### config.mk
export PLATFORM = sky130hd
export DESIGN_NAME = burst_seq_fsm
export DESIGN_NICKNAME = d
export VERILOG_FILES = /design/src/rtl/burst_seq_fsm.sv
export SDC_FILE = /design/constraint.sdc
export NUM_CORES = 1
export LEC_CHECK = 0
export ABC_AREA = 1
export BUFFER_PORTS_ARGS = -buffer_cell sky130_fd_sc_hd__buf_2
export CAP_MARGIN = 5
export CORE_AREA = 2 2 80 82
export CTS_BUF_LIST = sky130_fd_sc_hd__clkbuf_4 sky130_fd_sc_hd__clkbuf_8
export DETAILED_ROUTE_END_ITERATION = 7
export DIE_AREA = 0 0 82 84
export GPL_ROUTABILITY_DRIVEN = 0
export SLEW_MARGIN = 30
export SYNTH_ARGS = -nofsm -noshare
export SYNTH_HDL_FRONTEND = slang
export SYNTH_SLANG_ARGS = --single-unit
### constraint.sdc
create_clock -name clk -period 2.7 [get_ports clk]
set_input_delay 0.54 -clock clk [delete_from_list [all_inputs] [get_ports clk]]
set_output_delay 0.54 -clock clk [all_outputs]
set_load 0.05 [all_outputs]
### src/rtl/burst_seq_fsm.sv
// burst_seq_fsm
//   Burst-sequencing controller. A requester holds `start` high for the
//   length of a burst. The controller walks IDLE -> RUN -> DRAIN -> LAST -> IDLE
//   and gives the datapath framed busy/drain/mark strobes. It reports how many
//   RUN cycles the last completed burst had, and whether the run-length limit
//   ended it.
//
// Parameters
//   CNT_W     width of the run counter, max_len and len_out
//   HOLD_LEN  number of cycles spent in DRAIN (1..255)
//
// Ports
//   clk        in   rising-edge clock
//   rst_n      in   asynchronous active-low reset
//   start      in   burst request, held high for the burst
//   abort      in   synchronous abort; highest priority, returns to IDLE
//   max_len    in   RUN-cycle limit, 0 = unlimited
//   busy       out  registered, next state != IDLE
//   draining   out  registered, next state is DRAIN or LAST
//   ack        out  combinational, IDLE->RUN and LAST->IDLE
//   brk        out  combinational, RUN->DRAIN
//   mark       out  registered, next state is RUN, or LAST->IDLE taken
//   len_out    out  RUN cycles of the last completed burst
//   trunc      out  last completed burst was ended by max_len
//   dbg_state  out  current FSM state (IDLE=0, RUN=1, DRAIN=2, LAST=3)
//
// Handshake: ack/brk are valid in the cycle before the state change they
// announce. They are never registered, so a consumer samples them on the same
// edge that moves the state.
module burst_seq_fsm #(
  parameter int CNT_W    = 8,
  parameter int HOLD_LEN = 2
) (
  input  logic             clk,
  input  logic             rst_n,
  input  logic             start,
  input  logic             abort,
  input  logic [CNT_W-1:0] max_len,
  output logic             busy,
  output logic             draining,
  output logic             ack,
  output logic             brk,
  output logic             mark,
  output logic [CNT_W-1:0] len_out,
  output logic             trunc,
  output logic [1:0]       dbg_state
);

  typedef enum logic [1:0] {
    IDLE  = 2'd0,
    RUN   = 2'd1,
    DRAIN = 2'd2,
    LAST  = 2'd3
  } state_e;

  localparam logic [CNT_W-1:0] CNT_ONE   = {{(CNT_W-1){1'b0}}, 1'b1};
  localparam logic [CNT_W-1:0] CNT_MAX   = {CNT_W{1'b1}};
  localparam logic [7:0]       HOLD_LAST = 8'(HOLD_LEN - 1);

  state_e           state_q, state_d;
  logic [CNT_W-1:0] run_cnt_q, run_cnt_d;
  logic [7:0]       hold_cnt_q, hold_cnt_d;
  logic [CNT_W-1:0] len_out_q, len_out_d;
  logic             trunc_q, trunc_d;
  logic             busy_q, busy_d;
  logic             draining_q, draining_d;
  logic             mark_q, mark_d;
  logic             nx_mark;
  logic             limit_hit;

  always_comb begin
    state_d    = state_q;
    run_cnt_d  = run_cnt_q;
    hold_cnt_d = hold_cnt_q;
    len_out_d  = len_out_q;
    trunc_d    = trunc_q;
    ack        = 1'b0;
    brk        = 1'b0;
    nx_mark    = 1'b0;
    // Only an exact match ends the run. A limit lowered below the current
    // count at runtime therefore never fires for this burst.
    limit_hit  = (max_len != '0) && (run_cnt_q == max_len);

    case (state_q)
      IDLE: begin
        if (start && !abort) begin
          state_d   = RUN;
          ack       = 1'b1;
          run_cnt_d = CNT_ONE;
        end
      end
      RUN: begin
        if (abort) begin
          state_d = IDLE;
        end else if (limit_hit || !start) begin
          // The limit wins over a simultaneous start drop, so trunc reports it.
          state_d    = DRAIN;
          brk        = 1'b1;
          len_out_d  = run_cnt_q;
          trunc_d    = limit_hit;
          hold_cnt_d = '0;
        end else if (run_cnt_q != CNT_MAX) begin
          run_cnt_d = run_cnt_q + CNT_ONE;
        end
      end
      DRAIN: begin
        if (abort) begin
          state_d = IDLE;
        end else if (hold_cnt_q == HOLD_LAST) begin
          state_d = LAST;
        end else begin
          hold_cnt_d = hold_cnt_q + 8'd1;
        end
      end
      LAST: begin
        if (abort) begin
          state_d = IDLE;
        end else begin
          state_d = IDLE;
          ack     = 1'b1;
          nx_mark = 1'b1;
        end
      end
      default: state_d = IDLE;
    endcase

    // Registered strobes are computed from the next state. They therefore line
    // up with the state they describe rather than lagging it by a cycle.
    busy_d     = (state_d != IDLE);
    draining_d = (state_d == DRAIN) || (state_d == LAST);
    mark_d     = (state_d == RUN) || nx_mark;
  end

  always_ff @(posedge clk or negedge rst_n) begin
    if (!rst_n) begin
      state_q    <= IDLE;
      run_cnt_q  <= '0;
      hold_cnt_q <= '0;
      len_out_q  <= '0;
      trunc_q    <= 1'b0;
      busy_q     <= 1'b0;
      draining_q <= 1'b0;
      mark_q     <= 1'b0;
    end else begin
      state_q    <= state_d;
      run_cnt_q  <= run_cnt_d;
      hold_cnt_q <= hold_cnt_d;
      len_out_q  <= len_out_d;
      trunc_q    <= trunc_d;
      busy_q     <= busy_d;
      draining_q <= draining_d;
      mark_q     <= mark_d;
    end
  end

  assign busy      = busy_q;
  assign draining  = draining_q;
  assign mark      = mark_q;
  assign len_out   = len_out_q;
  assign trunc     = trunc_q;
  assign dbg_state = state_q;

endmodule

==> impl_metrics.tcl, run 1 <==
set metrics [dict create \
    core.rowCount 29 \
    dp_hpwl_um 2720 \
    outcome "finished, final reports clean" \
    cp_top_family "flip-flops" \
    yosysSeqAreaShare 0.410 \
    num_vias 1480 \
    nets 271 \
    grt_pass1_vias 1401 \
    io_buffer_count 27 \
    start_util 0.290 \
    relSlewSlack 0.552 \
    avgSynthCellArea_um2 7.83 \
    fin_worst_skew_ns 0.00742 \
    ir_drop_v 0.000442 \
    crit_chain "inv_1 > ha_1 > nand2_2 > nor2_4 > buf_2" \
    critPathSlowestCell "dfrtp_1" \
    vias_per_cell 4.48 \
    io_pins 28 \
    tns_ns 0 \
    final_common_cell "nand2_1" \
    fill_cells 656 \
    max_freq_ghz 0.430 \
    drc 0 \
    antenna_found_initial 0 \
    synth_nets 245 \
    insertion_delay_ns 0.29 \
    core_mm2 0.00610 \
    die_area_mm2 0.00689 \
    rsz0062_at_grt "false" \
    end_kind "primary output" \
    path_buf_inv 2 \
    slew_viol_final 0 \
    routed_wl_um 3680 \
    cts-root-buf "clkbuf_8" \
    area_growth_pct 16.9 \
    setup_slack_ns 0.375 \
    whs_ns 0.286 \
    synth_top_area_cell "dfrtp_1" \
    worst-path-max-fanout 11 \
    netlist_top_cells_area "dfrtp_1 (41%), nand2_1 (13%), inv_1 (5.5%)" \
    yosys_warnings 0 \
    period_share 0.861 \
    drt-pass1-iter-count 4 \
    cts_tree "built" \
    htree_levels 2 \
    worstPathRequired_ns 2.16 \
    critPathLaunchType "flip-flop" \
    hold_buffers 0 \
    die_y_um 84 \
    drt_iter0_drc 76 \
    ant_nets 0 \
    postCtsSetupBuffers 0 \
    tightest_slew_ns 0.673 \
    crit_type "flip-flop to primary output" \
    hp-class "primary input to async pin" \
    synth_cell_type_count 27 \
    setup_viol 0 \
    grtUsageTotal 0.119 \
    clockBufferDepth 2 \
    final_cell_mix "nand2_1 (61), dfrtp_1 (29), buf_2 (27), inv_1 (26), o21ai_0 (14)" \
    dpl_worst_slack_ns 0.513 \
    clk_pin_slew_ns 0.06 \
    power_w 0.00193 \
    cts_buffers 5 \
    antenna_cells 0 \
    grt_max_degree 30 \
    drive_above_1_share 0.213 \
    leakage_nw 1.03 \
    worstPathArrival_ns 1.79 \
    maxCapViolations 0 \
    period_minus_slack_ns 2.33 \
    grt-ovfl-total 0 \
    synth_top_area_share 0.410 \
    syn-cell-area_mm2 0.00177 \
    ctsResizeCount 0 \
    synth_seq_cells 29 \
    die_w_um 82 \
    hold_violations 0 \
    cts.sinks 29 \
    cp_slowest_stage_delay_ns 0.43 \
    wl_per_cell_um 11.2 \
    grt_pass1_wl_um 6330 \
    power.density_mw_per_mm2 932 \
    syn-instance-count 226 \
]
worst reg2reg max path: stages, from the launching register on:
cell and delay (ns):
dfrtp_1 0.43, inv_1 0.13, ha_1 0.42, inv_1 0.18
nand2_1 0.09, nand3_1 0.12, a21oi_2 0.40, inv_1 0.11
nand2_1 0.08, nand2_1 0.05
per-layer routing:
layer	track usage	vias to the layer above	wire length [um]
li1	-	777	-
met1	0.158	657	1880
met2	0.178	38	1520
met3	0.0325	8	213
met4	0.0500	0	74
met5	0	-	0
sequential cells by signal (all words and copies together), names as in the netlist:
name,cells
dbg_state,1
len_out,8
hold_cnt_q,8
draining,1
trunc,1
run_cnt_q,8
mark,1
busy,1
area by class of cell:
type                            count  area [um2]  area share
Clock buffer                        7        90.1      0.0436
Clock inverter                      1        30.0      0.0145
Inverter                           31         116      0.0563
Multi-Input combinational cell    158         875       0.423
Sequential cell                    29         726       0.351
Tap cell                           77        96.3      0.0466
Timing Repair Buffer               27         135      0.0653
per-stage QoR:
stage / utilization / instances / instance area, um2
after floorplan: - / 226 / 1770
after global placement: 0.320 / 322 / 1950
after detailed placement: 0.320 / 322 / 1950
after CTS: 0.339 / 330 / 2070
after global routing: 0.339 / 330 / 2070
final: 0.339 / 330 / 2070
synthesized netlist by cell type:
master / number
nand2_1: 61
dfrtp_1: 29
inv_1: 26
o21ai_0: 14
nor2_1: 12
nand3_1: 11
xor2_1: 9
ha_1: 7
o21ai_2: 7
nor3_1: 6
a21oi_1: 5
inv_2: 5
o31ai_1: 5
xnor2_1: 5
nand4_1: 4
buf_2: 3
nor4_1: 3
buf_6: 2
clkbuf_1: 2
nand2_2: 2
nor2_2: 2
a21oi_2: 1
buf_4: 1
nand3_2: 1
nor2_4: 1
o21a_1: 1
o21ai_1: 1
final timing paths:
kind,start,to,slack [ns],cells past startpoint
worst max-delay path,draining$_DFF_PN0_,brk,0.37,5
worst min-delay path,rst_n,len_out[3]$_DFFE_PN0P_,0.29,1
worst max register to register,draining$_DFF_PN0_,run_cnt_q[3]$_DFFE_PN0P_,0.60,9
worst min register to register,len_out[3]$_DFFE_PN0P_,len_out[3]$_DFFE_PN0P_,0.46,2
max in group asynchronous,rst_n,mark$_DFF_PN0_,1.97,1
min in group clk,len_out[3]$_DFFE_PN0P_,len_out[3]$_DFFE_PN0P_,0.46,2
logic make-up (layout without fill, tap and decap cells):
logic type,after synthesis,in the layout,share of synthesized area
adder cells (fa/ha/maj),7,7,0.0495
XOR/XNOR,14,14,0.0693
AND/OR/NAND/NOR,103,103,0.254
AO/OA/AOI/OAI,34,34,0.122
buffers and inverters,39,66,0.0955
flip-flops,29,29,0.410
report_power, final:
part	switching [W]	leakage (nW)	internal (W)	total, W
registers	0.0000645	0.389	0.000529	0.000594
clock network	0.000174	0.0619	0.000311	0.000484
logic	0.000634	0.574	0.000216	0.000850
total	0.000872	1.03	0.00106	0.00193
Power figures use the tool's default switching activity.
==> run 2: changes to the inputs <==
--- a/config.mk
+++ b/config.mk
@@ -6,13 +6,15 @@
 export NUM_CORES = 1
 export LEC_CHECK = 0
 export ABC_AREA = 1
-export BUFFER_PORTS_ARGS = -buffer_cell sky130_fd_sc_hd__buf_2
+export BUFFER_PORTS_ARGS = -buffer_cell sky130_fd_sc_hd__buf_4
 export CAP_MARGIN = 5
 export CORE_AREA = 2 2 80 82
 export CTS_BUF_LIST = sky130_fd_sc_hd__clkbuf_4 sky130_fd_sc_hd__clkbuf_8
 export DETAILED_ROUTE_END_ITERATION = 7
 export DIE_AREA = 0 0 82 84
 export GPL_ROUTABILITY_DRIVEN = 0
+export GPL_TIMING_DRIVEN = 0
+export PLACE_DENSITY_LB_ADDON = 0.08
 export SLEW_MARGIN = 30
 export SYNTH_ARGS = -nofsm -noshare
 export SYNTH_HDL_FRONTEND = slang
==> impl_metrics.tcl, run 2 (synthesis results as in run 1) <==
set metrics [dict create \
    wl_per_cell_um 11.8 \
    drt-pass1-iter-count 4 \
    crit_type "flip-flop to primary output" \
    period_minus_slack_ns 2.31 \
    worstPathRequired_ns 2.16 \
    drc 0 \
    tns_ns 0 \
    ir_drop_v 0.000472 \
    nets 279 \
    period_share 0.855 \
    setup_viol 0 \
    cts_tree "built" \
    setup_slack_ns 0.393 \
    grt_max_degree 30 \
    dpl_worst_slack_ns 0.519 \
    maxCapViolations 0 \
    num_vias 1487 \
    max_freq_ghz 0.433 \
    outcome "finished, final reports clean" \
    grtUsageTotal 0.129 \
    hold_buffers 0 \
    tightest_slew_ns 0.406 \
    clockBufferDepth 2 \
    leakage_nw 1.06 \
    worst-path-max-fanout 5 \
    relSlewSlack 0.729 \
    busiest_layer "met2" \
    core.rowCount 29 \
    worstPathArrival_ns 1.77 \
    r2r_slack_ns 0.70 \
    io_pins 28 \
    antenna_cells 0 \
    critPathLaunchType "flip-flop" \
    power.density_mw_per_mm2 896 \
    die_w_um 82 \
    grt-ovfl-total 0 \
    vias_per_cell 4.40 \
    die_y_um 84 \
    met2_usage 0.199 \
    cts-root-buf "clkbuf_8" \
    slew_viol_final 0 \
    cts_buffers 5 \
    dp_hpwl_um 3000 \
    grt_util_met3 0.0357 \
    core_mm2 0.00610 \
    hold_violations 0 \
    final_common_cell "nand2_1" \
    final_cell_mix "nand2_1 (61), dfrtp_1 (29), buf_4 (28), inv_1 (26), o21ai_0 (14)" \
    drt_iter0_drc 49 \
    ant_nets 0 \
    htree_levels 2 \
    clk_pin_slew_ns 0.07 \
    hp-class "primary input to async pin" \
    grt_pass1_vias 1440 \
    routed_wl_um 3990 \
    io_buffer_count 27 \
    antenna_found_initial 0 \
    rsz0062_at_grt "false" \
    cts.sinks 29 \
    end_kind "primary output" \
    grt_pass1_wl_um 6770 \
    postCtsSetupBuffers 0 \
    die_area_mm2 0.00689 \
    insertion_delay_ns 0.28 \
    fin_area_mm2 0.00217 \
    drive_above_1_share 0.230 \
    area_growth_pct 22.6 \
    post_dp_cell_area_mm2 0.00207 \
    start_util 0.290 \
    met1_usage 0.170 \
    ctsResizeCount 0 \
    whs_ns 0.182 \
    fin_worst_skew_ns 0.00383 \
    power_w 0.00194 \
]
==> run 2: stage by stage <==
| stage | cells | util |
|---|---|---|
| 2_1_floorplan | 226 | - |
| 6_report | 338 | 0.356 |
| 3_5_place_dp | 330 | 0.339 |
| 5_1_grt | 338 | 0.356 |
| 4_1_cts | 338 | 0.356 |
| 3_3_place_gp | 330 | 0.339 |
==> run 2: power by group <==
group | switching (W) | total (W) | internal [W] | leakage (nW)
sequential | 0.0000656 | 0.000595 | 0.000529 | 0.389
combinational | 0.000649 | 0.000938 | 0.000289 | 0.618
clock | 0.000180 | 0.000410 | 0.000230 | 0.0542
==> run 2: path summary, 6_finish.rpt <==
path                                           from                       end  cells after the start
min reg2reg                  len_out[3]$_DFFE_PN0P_    len_out[3]$_DFFE_PN0P_                      2
max in group asynchronous                     rst_n    dbg_state[0]$_DFF_PN0_                      1
max                        run_cnt_q[4]$_DFFE_PN0P_                       brk                     10
min in group clk             len_out[3]$_DFFE_PN0P_    len_out[3]$_DFFE_PN0P_                      2
max reg2reg                      draining$_DFF_PN0_  run_cnt_q[6]$_DFFE_PN0P_                     10
min                                           rst_n    len_out[2]$_DFFE_PN0P_                      1
==> run 2: worst max-delay path, stage by stage (launching register included) <==
cell	delay [ns]
dfrtp_1	0.44
inv_2	0.11
nand2_1	0.05
nand2_1	0.05
nand2_1	0.06
nor2_2	0.12
nand3_2	0.13
nand2_2	0.10
nand2_2	0.07
nor2_4	0.12
buf_4	0.22
==> run 2: cell type report <==
cell class / instances / area [um2]
fillers: 661 / 3930
multi-input cells: 158 / 875
flip-flops and latches: 29 / 726
repair buffers: 27 / 203
inverters: 31 / 116
clock buffers: 7 / 96.3
well taps: 77 / 96.3
plain buffers: 8 / 52.6
clock inverters: 1 / 5.00
==> run 2: layer usage <==
layer | share of wire | vias to the layer above
met2 | 0.44 | 26
met3 | 0.056 | 6
met4 | 0.015 | 0
li1 | - | 787
met1 | 0.49 | 668
met5 | 0 | -
